[src/rtl/pipe_chain_sf_if.sv]
// Valid/ready handshake bundle for pipe_chain_sf: an upstream push side and a downstream pop side.
interface pipe_chain_sf_if #(
  parameter int unsigned N = 64
);
  logic         in_valid;
  logic         in_ready;
  logic [N-1:0] in_data;
  logic         out_valid;
  logic         out_ready;
  logic [N-1:0] out_data;

  modport master (
    output in_valid, in_data, out_ready,
    input  in_ready, out_valid, out_data
  );

  modport slave (
    input  in_valid, in_data, out_ready,
    output in_ready, out_valid, out_data
  );
endinterface

[src/rtl/pipe_chain_sf.sv]
// Elastic register chain of STAGES valid-tagged slots with stall, bubble collapse, flush and occupancy.
// Define PIPE_FLUSH_ZERO_EN to zero all data on flush and to drive out_data to 0 while out_valid is low.
module pipe_chain_sf #(
  parameter  int unsigned N      = 64,
  parameter  int unsigned STAGES = 2,
  localparam int unsigned OCC_W  = $clog2(STAGES + 1)
) (
  input  logic               clk,
  input  logic               reset,
  input  logic               flush,
  pipe_chain_sf_if.slave     bus,
  output logic [OCC_W-1:0]   occupancy
);

  logic [STAGES-1:0] v;
  logic [N-1:0]      d [STAGES];

  logic [STAGES-1:0] adv;
  logic [STAGES-1:0] up_v;
  logic [N-1:0]      up_d [STAGES];
  logic              all_full_c;
  logic              in_xfer;
  logic              out_xfer;

  // A slot may load when it or any slot downstream of it has room, or the sink drains.
  always_comb begin
    adv        = '0;
    all_full_c = 1'b1;
    for (int i = STAGES - 1; i >= 0; i--) begin
      all_full_c = all_full_c & v[i];
      adv[i]     = bus.out_ready | ~all_full_c;
    end
  end

  // Upstream source of each slot: the chain input for slot 0, else the previous slot.
  always_comb begin
    up_v    = '0;
    up_v[0] = bus.in_valid;
    up_d[0] = bus.in_data;
    for (int i = 1; i < STAGES; i++) begin
      up_v[i] = v[i-1];
      up_d[i] = d[i-1];
    end
  end

  assign bus.in_ready  = adv[0] & ~flush;
  assign bus.out_valid = v[STAGES-1] & ~flush;

`ifdef PIPE_FLUSH_ZERO_EN
  assign bus.out_data = bus.out_valid ? d[STAGES-1] : '0;
`else
  assign bus.out_data = d[STAGES-1];
`endif

  assign in_xfer  = bus.in_valid  & bus.in_ready;
  assign out_xfer = bus.out_valid & bus.out_ready;

  // Slot state: reset beats flush, flush beats every handshake.
  always_ff @(posedge clk) begin
    if (reset) begin
      v <= '0;
      for (int i = 0; i < STAGES; i++) begin
        d[i] <= '0;
      end
    end else if (flush) begin
      v <= '0;
`ifdef PIPE_FLUSH_ZERO_EN
      for (int i = 0; i < STAGES; i++) begin
        d[i] <= '0;
      end
`endif
    end else begin
      for (int i = 0; i < STAGES; i++) begin
        if (adv[i]) begin
          v[i] <= up_v[i];
          if (up_v[i]) begin
            d[i] <= up_d[i];
          end
        end
      end
    end
  end

  // Occupancy tracks popcount(v) incrementally from the two transfer strobes.
  always_ff @(posedge clk) begin
    if (reset || flush) begin
      occupancy <= '0;
    end else if (in_xfer && !out_xfer) begin
      occupancy <= occupancy + OCC_W'(1);
    end else if (out_xfer && !in_xfer) begin
      occupancy <= occupancy - OCC_W'(1);
    end
  end

endmodule

[src/flat_wrapper.sv]
// flat-port wrapper written by rule: the top's interface ports become plain ports
module pipe_chain_sf_flat 
#(
  parameter  int unsigned N      = 64,
  parameter  int unsigned STAGES = 2,
  localparam int unsigned OCC_W  = $clog2(STAGES + 1)
)
  (clk, reset, flush, occupancy, bus_in_valid, bus_in_data, bus_out_ready, bus_in_ready, bus_out_valid, bus_out_data);
  pipe_chain_sf_if #(.N(N)) bus_i ();
  input  logic clk;
  input  logic reset;
  input  logic flush;
  output logic [OCC_W-1:0] occupancy;
  input wire logic [$bits(bus_i.in_valid)-1:0] bus_in_valid;
  input wire logic [$bits(bus_i.in_data)-1:0] bus_in_data;
  input wire logic [$bits(bus_i.out_ready)-1:0] bus_out_ready;
  output wire logic [$bits(bus_i.in_ready)-1:0] bus_in_ready;
  output wire logic [$bits(bus_i.out_valid)-1:0] bus_out_valid;
  output wire logic [$bits(bus_i.out_data)-1:0] bus_out_data;
  assign bus_i.in_valid = bus_in_valid;
  assign bus_i.in_data = bus_in_data;
  assign bus_i.out_ready = bus_out_ready;
  assign bus_in_ready = bus_i.in_ready;
  assign bus_out_valid = bus_i.out_valid;
  assign bus_out_data = bus_i.out_data;
  pipe_chain_sf #(.N(N), .STAGES(STAGES)) u_core (.clk(clk), .reset(reset), .flush(flush), .bus(bus_i), .occupancy(occupancy));
endmodule
[config.mk]
export PLATFORM = sky130hd
export DESIGN_NAME = pipe_chain_sf_flat
export DESIGN_NICKNAME = d
export VERILOG_FILES = /design/src/rtl/pipe_chain_sf_if.sv /design/src/rtl/pipe_chain_sf.sv /design/src/flat_wrapper.sv
export SDC_FILE = /design/constraint.sdc
export NUM_CORES = 1
export LEC_CHECK = 0
export ABC_AREA = 1
export CORE_MARGIN = 4
export CORE_UTILIZATION = 52
export CTS_CLUSTER_DIAMETER = 50
export CTS_CLUSTER_SIZE = 12
export DETAILED_ROUTE_END_ITERATION = 8
export GPL_ROUTABILITY_DRIVEN = 0
export MAX_ROUTING_LAYER = met4
export PLACE_DENSITY = 0.81
export SYNTH_ARGS = -nofsm -noshare
export SYNTH_HDL_FRONTEND = slang
export SYNTH_SLANG_ARGS = --single-unit
[constraint.sdc]
create_clock -name clk -period 3.1 [get_ports clk]
set_input_delay 0.465 -clock clk [delete_from_list [all_inputs] [get_ports clk]]
set_output_delay 0.465 -clock clk [all_outputs]
set_load 0.03 [all_outputs]
======== Word level (Yosys, flattened, before mapping) ========
Memories as Yosys holds them, arrays and structs flattened.
Cells that the tools add are included.
operators by class
  reductions and logical operators ........ 7
  mux-type cells .......................... 16
  add/subtract/negate cells ............... 2
  bitwise operators ....................... 12
operator list
  operator               number
  $mux W64               2
  $mux W1                12
  $and A1 B1 Y1          5
  $mux W2                2
  $or A1 B1 Y1           4
  $not A1 Y1             3
  $add A2 B1 Y2 const B  1
  $logic_and A1 B1 Y1    2
  $logic_not A1 Y1       2
  $reduce_bool A2 Y1     1
  $reduce_or A2 Y1       1
  $sub A2 B1 Y2 const B  1
  $logic_or A1 B1 Y1     1
word-level totals
  memories kept ........................... 1
  bits in registers ....................... 4
  bits of input ports ..................... 69
  output and inout bits ................... 68
  bits in writable memories ............... 128
memory list
  name      words  bits a word  rd ports  clocked after memory_dff  write ports  RTL line             source
  u_core.d  2      64           2         0                         2            pipe_chain_sf.sv:16  logic [N-1:0] d [STAGES];

======== Depth between registers and ports, before layout ========
Gate-level depths: netlist (run 1).
  depth after elaboration ................. 9
  depth in mapped cells ................... 13
  gate-level depth less buffers ........... 13

======== Worst setup path before layout (run 1) ========
Ideal clock, no wire load.
  path kind ............................... input to register
  from .................................... input port bus_out_ready
  to ...................................... memory u_core.d[0][0] (enable)
  arrival time ............................ 2,600 ps
  stages .................................. 6
  setup slack ............................. 77 ps
  cells stage by stage .................... inv_1 -> nand3_1 -> inv_1 -> nor2_1 -> nand2_1 -> nand2_1
RTL lines
  what             RTL line             source
  start, declared  flat_wrapper.sv:16   input wire logic [$bits(bus_i.out_ready)-1:0] bus_out_ready;
  end, declared    pipe_chain_sf.sv:16

======== Final worst setup path (run 1) ========
  from .................................... input port bus_out_ready
  to ...................................... output port bus_in_ready
on the way
  word-level cells in the longest chain between the ends .. 2
ends and longest elaborated chain
  what           RTL line             source
  $or A1 B1 Y1   pipe_chain_sf.sv:31  adv[i] = bus.out_ready | ~all_full_c;
  $and A1 B1 Y1  pipe_chain_sf.sv:46  assign bus.in_ready = adv[0] & ~flush;
  end, declared  flat_wrapper.sv:17   output wire logic [$bits(bus_i.in_ready)-1:0] bus_in_ready;
Every way passes these cells.

==> results of run 1 <==
## kinds of logic (layout without fill, tap and decap cells)
logic type,after synthesis,after routing,synth area share
flip-flops,132,132,0.6002
AO/OA/AOI/OAI,4,4,0.004210
AND/OR/NAND/NOR,147,147,0.2010
adder cells (fa/ha/maj),1,1,0.001914
buffers and inverters,218,315,0.1927
## cells in the mapped netlist
cell,n
a21oi_1,2
buf_12,11
buf_4,64
buf_6,3
dfxtp_1,4
edfxtp_1,128
ha_1,1
inv_1,140
nand2_1,9
nand3_1,3
nor2_1,34
nor2_4,101
o211ai_2,1
o21ai_0,1
## area by class of cell
| type | count | area share |
|---|---|---|
| sequential | 132 | 0.4803 |
| timing repair buffer | 143 | 0.1777 |
| multi-input combinational | 152 | 0.1680 |
| inverter | 140 | 0.06433 |
| clock buffer | 17 | 0.05208 |
| clock inverter | 15 | 0.03186 |
| tap | 168 | 0.02573 |
## cells in the final DEF (no fill, tap or decap)
master             n
clkbuf_16         17
clkinvlp_4         2
nand2_1            7
edfxtp_1         128
clkdlybuf4s50_1  136
bufinv_16          7
nor2_1            34
nand2_2            1
ha_1               1
clkinv_2           2
buf_12             3
buf_4              4
o211ai_4           1
inv_1            140
nor2_4           101
nand2_4            1
clkinv_4           2
o21ai_0            1
nand3_1            3
dfxtp_1            4
a21oi_1            2
clkinv_1           2
## how the worst min path moves through the flow
stage	start	end	slack, ns	cells after the start
after detailed placement	u_core.v[1]$_SDFFE_PP0N_	u_core.v[1]$_SDFFE_PP0N_	0.50	2
final	u_core.v[1]$_SDFFE_PP0N_	u_core.v[1]$_SDFFE_PP0N_	0.51	2
after floorplan	u_core.v[0]$_SDFFE_PP0N_	u_core.v[1]$_SDFFE_PP0N_	0.46	2
after global routing	u_core.v[1]$_SDFFE_PP0N_	u_core.v[1]$_SDFFE_PP0N_	0.53	2
after CTS	u_core.v[1]$_SDFFE_PP0N_	u_core.v[1]$_SDFFE_PP0N_	0.50	2
after global placement	u_core.v[1]$_SDFFE_PP0N_	u_core.v[1]$_SDFFE_PP0N_	0.48	2
## metal layers
metal  up-vias  part of all wire  track usage
met5         -                 0            -
met4         0             0.020      0.06084
met3        15             0.046      0.04713
met2        97              0.56       0.2620
met1      1466              0.37       0.1575
li1       1614                 -            -
## worst min-delay path, cell delays in order (launching register included)
cell and delay (ns):
dfxtp_1 0.32, nand2_1 0.08, a21oi_1 0.06
## state kept, by name, indices dropped and copies added, names as in the netlist
signal            cells
u_core.v              2
u_core.d            128
u_core.occupancy      2
## where the power goes
group          switching [mW]  total [mW]  internal, mW
sequential             0.0294        2.10          2.07
combinational           0.312       0.523         0.211
clock                   0.723        2.31          1.58
==> metrics.txt, run 1 <==
# TYPE chip_impl_metric gauge
chip_impl_metric{name="power",unit="mW"} 4.926
chip_impl_metric{name="finalCritPeriodShare",unit=""} 0.8330
chip_impl_metric{name="syn_area",unit="mm^2"} 0.006538
chip_impl_metric{name="r2r.worst_path.cells",unit=""} 6
chip_impl_metric{name="tightestPinTransition",unit="ns"} 0.8360
chip_impl_metric{name="fp.dieH",unit="um"} 120.1
chip_impl_metric{name="post-dp-hpwl",unit="mm"} 7.100
chip_impl_info{name="cell_chain_of_the_critical_path",value="clkdlybuf4s50_1 > inv_1 > nand3_1 > inv_1 > nor2_1 > clkdlybuf4s50_1"} 1
chip_impl_metric{name="final_core_util",unit=""} 0.6717
chip_impl_metric{name="start_util",unit=""} 0.5376
chip_impl_info{name="worst_path_max_delay_cell",value="clkdlybuf4s50_1"} 1
chip_impl_metric{name="cts_repair_resize_count",unit=""} 0
chip_impl_metric{name="synth_top_area_share",unit=""} 0.5879
chip_impl_info{name="outcome",value="finished clean"} 1
chip_impl_info{name="cts-root-buf",value="clkbuf_16"} 1
chip_impl_metric{name="first_iter_violations",unit=""} 169
chip_impl_metric{name="grt_overflow",unit=""} 0
chip_impl_info{name="yosys.area.top_type",value="edfxtp_1"} 1
chip_impl_info{name="min_path_type",value="reg2reg"} 1
chip_impl_metric{name="final.setup.tns",unit="ns"} 0
chip_impl_info{name="endpoint",value="bus_in_ready"} 1
chip_impl_metric{name="boundaryPins",unit=""} 137
chip_impl_metric{name="maxSlewHeadroom",unit=""} 0.4426
chip_impl_metric{name="crit_path_max_fanout",unit=""} 2
chip_impl_metric{name="data_arrival_critical_path",unit="ns"} 2.12
chip_impl_metric{name="netlist-cell-type-count",unit=""} 14
chip_impl_metric{name="placement.setup.worst_slack",unit="ns"} 0.5320
chip_impl_metric{name="period_needed",unit="ns"} 2.582
chip_impl_info{name="crit_reg_reg_startpoint",value="u_core.v[0]$_SDFFE_PP0N_"} 1
chip_impl_metric{name="grt_util_all_layers",unit=""} 0.1500
chip_impl_metric{name="tritoncts.num_buffers",unit=""} 17
chip_impl_metric{name="timing.critical_path.buf_inv",unit=""} 4
chip_impl_metric{name="wire_length_per_cell",unit="um"} 13.06
chip_impl_metric{name="nets_final",unit=""} 656
chip_impl_info{name="grt_setup_unrepaired",value="no"} 1
chip_impl_metric{name="synth.yosys.seq_area_share",unit=""} 0.6002
chip_impl_metric{name="placed_cells_incl_taps",unit=""} 735
chip_impl_metric{name="setup_viol",unit=""} 0
chip_impl_metric{name="antenna_cells",unit=""} 0
chip_impl_metric{name="cts_hold_buf",unit=""} 0
chip_impl_metric{name="critPathRequiredTime",unit="ns"} 2.63
chip_impl_metric{name="yosys_warnings",unit=""} 0
chip_impl_metric{name="ys_seq_elements",unit=""} 132
chip_impl_metric{name="synth.net_count",unit=""} 572
chip_impl_metric{name="grt_max_degree",unit=""} 65
chip_impl_metric{name="num_vias",unit=""} 3192
chip_impl_metric{name="rows",unit=""} 40
chip_impl_metric{name="drcViolationCount",unit=""} 0
chip_impl_metric{name="via_per_inst",unit=""} 4.162
chip_impl_metric{name="grt_first_pass_wirelength",unit="mm"} 16.06
chip_impl_metric{name="clock_sink_count",unit=""} 132
chip_impl_metric{name="regArea",unit="mm^2"} 0.003924
chip_impl_metric{name="syn-mean-instance-area",unit="um^2"} 13.02
chip_impl_metric{name="ir_worst_vdd",unit="mV"} 0.2699
chip_impl_info{name="worst_path_dominant_cell_family",value="buffers and inverters"} 1
chip_impl_metric{name="cts.reportedPaths.clkPinSlew",unit="ns"} 0.06
chip_impl_metric{name="layout_fillers",unit=""} 854
chip_impl_info{name="launch_point_of_the_worst_path",value="bus_out_ready"} 1
chip_impl_metric{name="die_width",unit="um"} 120.1
chip_impl_metric{name="slew_viol_final",unit=""} 0
chip_impl_metric{name="drv_cap",unit=""} 0
chip_impl_metric{name="area_of_combinational_cells_with_multiple_inputs",unit="mm^2"} 0.001373
chip_impl_info{name="crit_path_end_kind",value="output pin"} 1
chip_impl_metric{name="leakage",unit="nW"} 3.159
chip_impl_metric{name="grt_pass1_vias",unit=""} 3342
chip_impl_metric{name="post-route-worst-setup-slack",unit="ns"} 0.5176
chip_impl_metric{name="hold_violations",unit=""} 0
chip_impl_metric{name="drt_first_pass_iters",unit=""} 4
chip_impl_metric{name="postLayoutCellArea",unit="mm^2"} 0.008169
chip_impl_metric{name="layout-drive-gt1-share",unit=""} 0.2354
chip_impl_metric{name="final_cells",unit=""} 767
chip_impl_info{name="timing.critical_path.from_type",value="input pin"} 1
chip_impl_metric{name="std_cell_core_area",unit="mm^2"} 0.01216
chip_impl_info{name="netlist_top_cells_area",value="edfxtp_1 (59%), nor2_4 (17%), inv_1 (8.0%)"} 1
chip_impl_metric{name="fp.dieArea",unit="mm^2"} 0.01443
chip_impl_metric{name="timing.fmax",unit="MHz"} 387.2
chip_impl_metric{name="ctsLongestPathBuffers",unit=""} 2
chip_impl_metric{name="synthToLayoutAreaGrowth",unit="%"} 24.96
chip_impl_metric{name="holdWs",unit="ns"} 0.5052
chip_impl_info{name="cts_tree",value="done"} 1
chip_impl_metric{name="antenna_left",unit=""} 0
chip_impl_metric{name="clock_insertion_delay_worst_skew",unit="ns"} 0.40
chip_impl_info{name="worst-setup-path-type",value="in2out"} 1
chip_impl_metric{name="post_synth_inst_count",unit=""} 502
chip_impl_metric{name="pwr_density_cell",unit="mW/mm^2"} 603.1
chip_impl_metric{name="worst-path-stages",unit=""} 6
chip_impl_metric{name="cts_htree_levels",unit=""} 4
chip_impl_metric{name="worst_path_largest_cell_delay",unit="ns"} 0.72
chip_impl_metric{name="grt_antenna_before_repair",unit=""} 0
chip_impl_info{name="r2r-end",value="u_core.d[0][57]$_SDFFCE_PN0P_"} 1
chip_impl_metric{name="place_area",unit="mm^2"} 0.007483
chip_impl_metric{name="number_of_port_buffers",unit=""} 136
chip_impl_metric{name="post_cts_buffers",unit=""} 0
chip_impl_metric{name="reg2reg_setup_slack",unit="ns"} 1.24
chip_impl_metric{name="wl",unit="mm"} 10.01
chip_impl_metric{name="worst_clock_skew",unit="ns"} 0.009431
Note: power is estimated with default switching activity, not from simulation.
==> inputs of run 2 (changes only) <==
clock period = 2.55 ns   (was 3.1 ns; I/O delays follow)
==> metrics.txt, run 2 (same netlist as run 1, synthesis figures left out) <==
# TYPE chip_impl_metric gauge
chip_impl_metric{name="boundaryPins",unit=""} 137
chip_impl_metric{name="num_vias",unit=""} 3250
chip_impl_info{name="layout.cells.most_common",value="inv_1"} 1
chip_impl_metric{name="wire_length_per_cell",unit="um"} 13.37
chip_impl_metric{name="ctsLongestPathBuffers",unit=""} 2
chip_impl_metric{name="cts_hold_buf",unit=""} 0
chip_impl_metric{name="post-dp-hpwl",unit="mm"} 7.365
chip_impl_info{name="worst-setup-path-type",value="in2out"} 1
chip_impl_metric{name="worst_clock_skew",unit="ns"} 0.007314
chip_impl_metric{name="cts_repair_resize_count",unit=""} 0
chip_impl_metric{name="synthToLayoutAreaGrowth",unit="%"} 26.51
chip_impl_metric{name="antenna_left",unit=""} 0
chip_impl_info{name="min_path_type",value="reg2reg"} 1
chip_impl_metric{name="finalCritPeriodShare",unit=""} 0.9290
chip_impl_info{name="mostFrequentLayoutCells",value="inv_1 (140), clkdlybuf4s50_1 (136), edfxtp_1 (128)"} 1
chip_impl_metric{name="combinationalPowerShare",unit=""} 0.114
chip_impl_metric{name="grt_antenna_before_repair",unit=""} 0
chip_impl_metric{name="power",unit="mW"} 5.834
chip_impl_metric{name="drt_first_pass_iters",unit=""} 4
chip_impl_metric{name="nets_final",unit=""} 664
chip_impl_metric{name="data_arrival_critical_path",unit="ns"} 1.99
chip_impl_metric{name="power_frac_clock",unit=""} 0.449
chip_impl_metric{name="drv_cap",unit=""} 0
chip_impl_info{name="crit_path_end_kind",value="output pin"} 1
chip_impl_metric{name="grt_overflow",unit=""} 0
chip_impl_metric{name="slew_viol_final",unit=""} 0
chip_impl_metric{name="ir_worst_vdd",unit="mV"} 0.6122
chip_impl_info{name="outcome",value="finished clean"} 1
chip_impl_metric{name="critPathRequiredTime",unit="ns"} 2.17
chip_impl_info{name="grt_setup_unrepaired",value="no"} 1
chip_impl_metric{name="start_util",unit=""} 0.5376
chip_impl_metric{name="fp.dieH",unit="um"} 120.1
chip_impl_metric{name="std_cell_core_area",unit="mm^2"} 0.01216
chip_impl_metric{name="tightestPinTransition",unit="ns"} 0.4965
chip_impl_metric{name="die_width",unit="um"} 120.1
chip_impl_metric{name="largest_register_ffs",unit=""} 128
chip_impl_metric{name="pwr_density_cell",unit="mW/mm^2"} 705.4
chip_impl_info{name="cts-root-buf",value="clkbuf_16"} 1
chip_impl_info{name="timing.critical_path.from_type",value="input pin"} 1
chip_impl_metric{name="cts.reportedPaths.clkPinSlew",unit="ns"} 0.06
chip_impl_metric{name="whs_path_depth",unit=""} 2
chip_impl_metric{name="leakage",unit="nW"} 3.207
chip_impl_metric{name="via_per_inst",unit=""} 4.194
chip_impl_metric{name="switching_power",unit="mW"} 1.314
chip_impl_metric{name="pwr-share-seq",unit=""} 0.437
chip_impl_metric{name="hold_violations",unit=""} 0
chip_impl_metric{name="layout-drive-gt1-share",unit=""} 0.2422
chip_impl_metric{name="netSwitchingFraction",unit=""} 0.2253
chip_impl_metric{name="layout_fillers",unit=""} 846
chip_impl_metric{name="drcViolationCount",unit=""} 0
chip_impl_metric{name="clock_sink_count",unit=""} 132
chip_impl_metric{name="grt_util_all_layers",unit=""} 0.1536
chip_impl_metric{name="number_of_port_buffers",unit=""} 136
chip_impl_metric{name="crit_path_max_fanout",unit=""} 2
chip_impl_metric{name="post_cts_buffers",unit=""} 0
chip_impl_metric{name="holdWs",unit="ns"} 0.5150
chip_impl_metric{name="first_iter_violations",unit=""} 162
chip_impl_metric{name="grt_pass1_vias",unit=""} 3548
chip_impl_metric{name="placement.setup.worst_slack",unit="ns"} 0.1838
chip_impl_metric{name="internal-power",unit="mW"} 4.519
chip_impl_metric{name="fp.dieArea",unit="mm^2"} 0.01443
chip_impl_metric{name="final.setup.tns",unit="ns"} 0
chip_impl_metric{name="place_area",unit="mm^2"} 0.007631
chip_impl_metric{name="period_needed",unit="ns"} 2.369
chip_impl_metric{name="post-route-worst-setup-slack",unit="ns"} 0.1811
chip_impl_metric{name="rows",unit=""} 40
chip_impl_info{name="cts_tree",value="done"} 1
chip_impl_metric{name="cts_htree_levels",unit=""} 4
chip_impl_metric{name="setup_viol",unit=""} 0
chip_impl_info{name="reg.largest.list",value="u_core.d: 128 flops, u_core.occupancy: 2 flops, u_core.v: 2 flops"} 1
chip_impl_metric{name="wl",unit="mm"} 10.36
chip_impl_metric{name="postLayoutCellArea",unit="mm^2"} 0.008270
chip_impl_metric{name="grt_max_degree",unit=""} 65
chip_impl_metric{name="r2r.worst_path.cells",unit=""} 10
chip_impl_metric{name="timing.fmax",unit="MHz"} 422.1
chip_impl_metric{name="grt_first_pass_wirelength",unit="mm"} 16.57
chip_impl_metric{name="maxSlewHeadroom",unit=""} 0.6674
chip_impl_metric{name="antenna_cells",unit=""} 0
chip_impl_metric{name="clock_insertion_delay_worst_skew",unit="ns"} 0.40
chip_impl_metric{name="tritoncts.num_buffers",unit=""} 17
chip_impl_info{name="regMostFlops",value="u_core.d"} 1
run 2: metal layers:
layer  vias to the layer above  GRT usage  share of wire  wire, um
li1                       1629          -              -         -
met1                      1502     0.1627           0.37      3839
met2                       100     0.2698           0.56      5776
met3                        19    0.03346          0.046       475
met4                         0    0.07874          0.026       272
met5                         -          -              0         0
run 2: worst max-delay path, stage by stage:
cell and delay, ns:
clkdlybuf4s50_1 0.49, inv_1 0.06, nand3_1 0.14, inv_1 0.09
nor2_1 0.13, clkdlybuf4s50_1 0.69
run 2: cell type report:
class,count,area (um^2),area share
clock buffer,18,429.2,0.05189
sequential,132,3924,0.4744
clock inverter,14,210.2,0.02542
timing repair buffer,151,1599,0.1933
multi-input combinational,152,1373,0.1660
tap,168,210.2,0.02542
inverter,140,525.5,0.06354
run 2: path summary, 6_finish.rpt:
kind / from / end / slack, ns
setup / recovery: bus_out_ready / bus_in_ready / 0.18
hold / removal: u_core.v[1]$_SDFFE_PP0N_ / u_core.v[1]$_SDFFE_PP0N_ / 0.51
setup reg to reg: u_core.v[0]$_SDFFE_PP0N_ / u_core.occupancy[1]$_SDFFE_PP0P_ / 0.85
hold reg to reg: u_core.v[1]$_SDFFE_PP0N_ / u_core.v[1]$_SDFFE_PP0N_ / 0.51
run 2: power by group through the flow:
stage / combinational, mW / clock [mW] / sequential [mW]
floorplan: 0.473 / 0 / 2.59
global placement: 0.652 / 0 / 2.59
global route: 0.705 / 2.76 / 2.56
CTS: 0.675 / 2.66 / 2.55
finish: 0.664 / 2.62 / 2.55
detailed placement: 0.672 / 0 / 2.59
run 2: metrics by stage:
step	utilization	std cells
floorplan	-	502
global placement	0.6275	743
detailed placement	0.6275	743
CTS	0.6800	775
global route	0.6800	775
finish	0.6800	775
==> inputs of run 3 (changes only) <==
CORE_UTILIZATION = 53   (was 52)
CTS_BUF_LIST = sky130_fd_sc_hd__clkbuf_8   (was default)
PLACE_DENSITY = 0.82   (was 0.81)
==> metrics.txt, run 3 (same netlist as run 1, synthesis figures left out) <==
# TYPE chip_impl_metric gauge
chip_impl_metric{name="tritoncts.num_buffers",unit=""} 17
chip_impl_metric{name="start_util",unit=""} 0.5420
chip_impl_metric{name="cts_repair_resize_count",unit=""} 0
chip_impl_info{name="timing.critical_path.from_type",value="input pin"} 1
chip_impl_info{name="worst-setup-path-type",value="in2out"} 1
chip_impl_metric{name="r2r.worst_path.cells",unit=""} 11
chip_impl_metric{name="boundaryPins",unit=""} 137
chip_impl_metric{name="cts_htree_levels",unit=""} 4
chip_impl_metric{name="pwr-share-seq",unit=""} 0.512
chip_impl_metric{name="internal-power",unit="mW"} 3.808
chip_impl_metric{name="std_cell_core_area",unit="mm^2"} 0.01206
chip_impl_metric{name="whs_path_depth",unit=""} 2
chip_impl_metric{name="switching_power",unit="mW"} 1.164
chip_impl_metric{name="finalCritPeriodShare",unit=""} 0.9279
chip_impl_metric{name="clock_insertion_delay_worst_skew",unit="ns"} 0.42
chip_impl_metric{name="leakage",unit="nW"} 3.043
chip_impl_metric{name="period_needed",unit="ns"} 2.366
chip_impl_metric{name="drcViolationCount",unit=""} 0
chip_impl_metric{name="grt_pass1_vias",unit=""} 3329
chip_impl_metric{name="ir_worst_vdd",unit="mV"} 0.2810
chip_impl_metric{name="clock_sink_count",unit=""} 132
chip_impl_metric{name="tightestPinTransition",unit="ns"} 0.5554
chip_impl_metric{name="pwr_density_cell",unit="mW/mm^2"} 630.2
chip_impl_info{name="worst_path_dominant_cell_family",value="buffers and inverters"} 1
chip_impl_metric{name="worst_clock_skew",unit="ns"} 0.01093
chip_impl_metric{name="power_frac_clock",unit=""} 0.360
chip_impl_metric{name="grt_max_degree",unit=""} 65
chip_impl_metric{name="data_arrival_critical_path",unit="ns"} 1.98
chip_impl_metric{name="post_cts_buffers",unit=""} 0
chip_impl_metric{name="grt_util_all_layers",unit=""} 0.1505
chip_impl_info{name="grt_setup_unrepaired",value="no"} 1
chip_impl_metric{name="number_of_port_buffers",unit=""} 136
chip_impl_metric{name="num_vias",unit=""} 3172
chip_impl_metric{name="setup_viol",unit=""} 0
chip_impl_metric{name="final.setup.tns",unit="ns"} 0
chip_impl_metric{name="grt_overflow",unit=""} 0
chip_impl_metric{name="synthToLayoutAreaGrowth",unit="%"} 20.69
chip_impl_info{name="cts_tree",value="done"} 1
chip_impl_metric{name="cts_hold_buf",unit=""} 0
chip_impl_metric{name="slew_viol_final",unit=""} 0
chip_impl_metric{name="largest_register_ffs",unit=""} 128
chip_impl_metric{name="wl",unit="mm"} 9.670
chip_impl_info{name="outcome",value="finished clean"} 1
chip_impl_metric{name="crit_path_max_fanout",unit=""} 2
chip_impl_info{name="cell_chain_of_the_critical_path",value="clkdlybuf4s50_1 > inv_1 > nand3_1 > inv_1 > nor2_1 > clkdlybuf4s50_1"} 1
chip_impl_metric{name="via_per_inst",unit=""} 4.141
chip_impl_metric{name="worst-path-stages",unit=""} 6
chip_impl_metric{name="ctsLongestPathBuffers",unit=""} 2
chip_impl_metric{name="netSwitchingFraction",unit=""} 0.2342
chip_impl_info{name="cts-root-buf",value="clkbuf_8"} 1
chip_impl_metric{name="combinationalPowerShare",unit=""} 0.128
chip_impl_info{name="worst_path_max_delay_cell",value="clkdlybuf4s50_1"} 1
chip_impl_metric{name="holdWs",unit="ns"} 0.5270
chip_impl_metric{name="cts.reportedPaths.clkPinSlew",unit="ns"} 0.07
chip_impl_info{name="regMostFlops",value="u_core.d"} 1
chip_impl_metric{name="antenna_left",unit=""} 0
chip_impl_metric{name="grt_antenna_before_repair",unit=""} 0
chip_impl_info{name="mostFrequentLayoutCells",value="inv_1 (143), clkdlybuf4s50_1 (136), edfxtp_1 (128)"} 1
chip_impl_metric{name="timing.critical_path.buf_inv",unit=""} 4
chip_impl_metric{name="fp.dieH",unit="um"} 119.1
chip_impl_metric{name="post-dp-hpwl",unit="mm"} 6.982
chip_impl_metric{name="maxSlewHeadroom",unit=""} 0.6297
chip_impl_metric{name="timing.fmax",unit="MHz"} 422.6
chip_impl_metric{name="wire_length_per_cell",unit="um"} 12.62
chip_impl_metric{name="worst_path_largest_cell_delay",unit="ns"} 0.70
chip_impl_metric{name="fp.dieArea",unit="mm^2"} 0.01418
chip_impl_metric{name="drv_cap",unit=""} 0
chip_impl_metric{name="hold_violations",unit=""} 0
chip_impl_metric{name="antenna_cells",unit=""} 0
chip_impl_metric{name="layout-drive-gt1-share",unit=""} 0.2274
chip_impl_metric{name="rows",unit=""} 40
chip_impl_info{name="reg.largest.list",value="u_core.d: 128 flops, u_core.occupancy: 2 flops, u_core.v: 2 flops"} 1
chip_impl_metric{name="grt_first_pass_wirelength",unit="mm"} 16.01
chip_impl_metric{name="first_iter_violations",unit=""} 212
chip_impl_metric{name="die_width",unit="um"} 119.1
chip_impl_metric{name="drt_first_pass_iters",unit=""} 5
chip_impl_info{name="layout.cells.most_common",value="inv_1"} 1
chip_impl_metric{name="nets_final",unit=""} 655
chip_impl_metric{name="critPathRequiredTime",unit="ns"} 2.17
chip_impl_info{name="crit_path_end_kind",value="output pin"} 1
chip_impl_info{name="min_path_type",value="reg2reg"} 1
## run 3: worst register-to-register path, stage by stage (launching register included)
cell	delay (ns)
dfxtp_1	0.43
nand3_1	0.19
inv_1	0.13
nor2_1	0.07
nand2_1	0.11
inv_1	0.06
ha_1	0.32
inv_1	0.07
nand3_1	0.10
nand2_1	0.08
nand2_1	0.05
nor2_1	0.08
## run 3: final timing paths
path	startpoint	endpoint	slack [ns]
max reg2reg	u_core.v[0]$_SDFFE_PP0N_	u_core.occupancy[1]$_SDFFE_PP0P_	0.82
min	u_core.occupancy[0]$_SDFFE_PP0P_	u_core.occupancy[0]$_SDFFE_PP0P_	0.53
min reg2reg	u_core.occupancy[0]$_SDFFE_PP0P_	u_core.occupancy[0]$_SDFFE_PP0P_	0.53
max	bus_out_ready	bus_in_ready	0.18
## run 3: power by group through the flow
stage          combinational [mW]  clock (mW)  sequential [mW]
6_report                    0.636        1.79             2.55
3_3_place_gp                0.631           0             2.59
4_1_cts                     0.648        1.83             2.55
2_1_floorplan               0.473           0             2.59
3_5_place_dp                0.646           0             2.59
5_1_grt                     0.679        1.94             2.56
## run 3: layout make-up
type / count / area (um^2)
sequential: 132 / 3924
inverter: 140 / 525.5
clock inverter: 15 / 172.7
clock buffer: 17 / 234.0
timing repair buffer: 142 / 1456
fill: 863 / 4172
tap: 168 / 210.2
multi-input combinational: 152 / 1368
## run 3: per-stage QoR
step | std cells | power (mW) | utilization | cell area [um^2] | setup slack [ns]
detailed placement | 734 | 3.241 | 0.6204 | 7483 | 0.1803
global route | 766 | 5.177 | 0.6541 | 7890 | 0.08133
CTS | 766 | 5.029 | 0.6541 | 7890 | 0.1736
floorplan | 502 | 3.062 | - | 6540 | 0.1784
finish | 766 | 4.973 | 0.6541 | 7890 | 0.1839
global placement | 734 | 3.219 | 0.6204 | 7483 | 0.2653
## run 3: metal layers
metal,wire length [um],global-route usage,vias up,share of wire
li1,-,-,1606,-
met1,3742,0.1606,1448,0.39
met2,5214,0.2589,95,0.54
met3,399,0.03656,23,0.041
met4,315,0.07893,0,0.033
met5,0,-,-,0
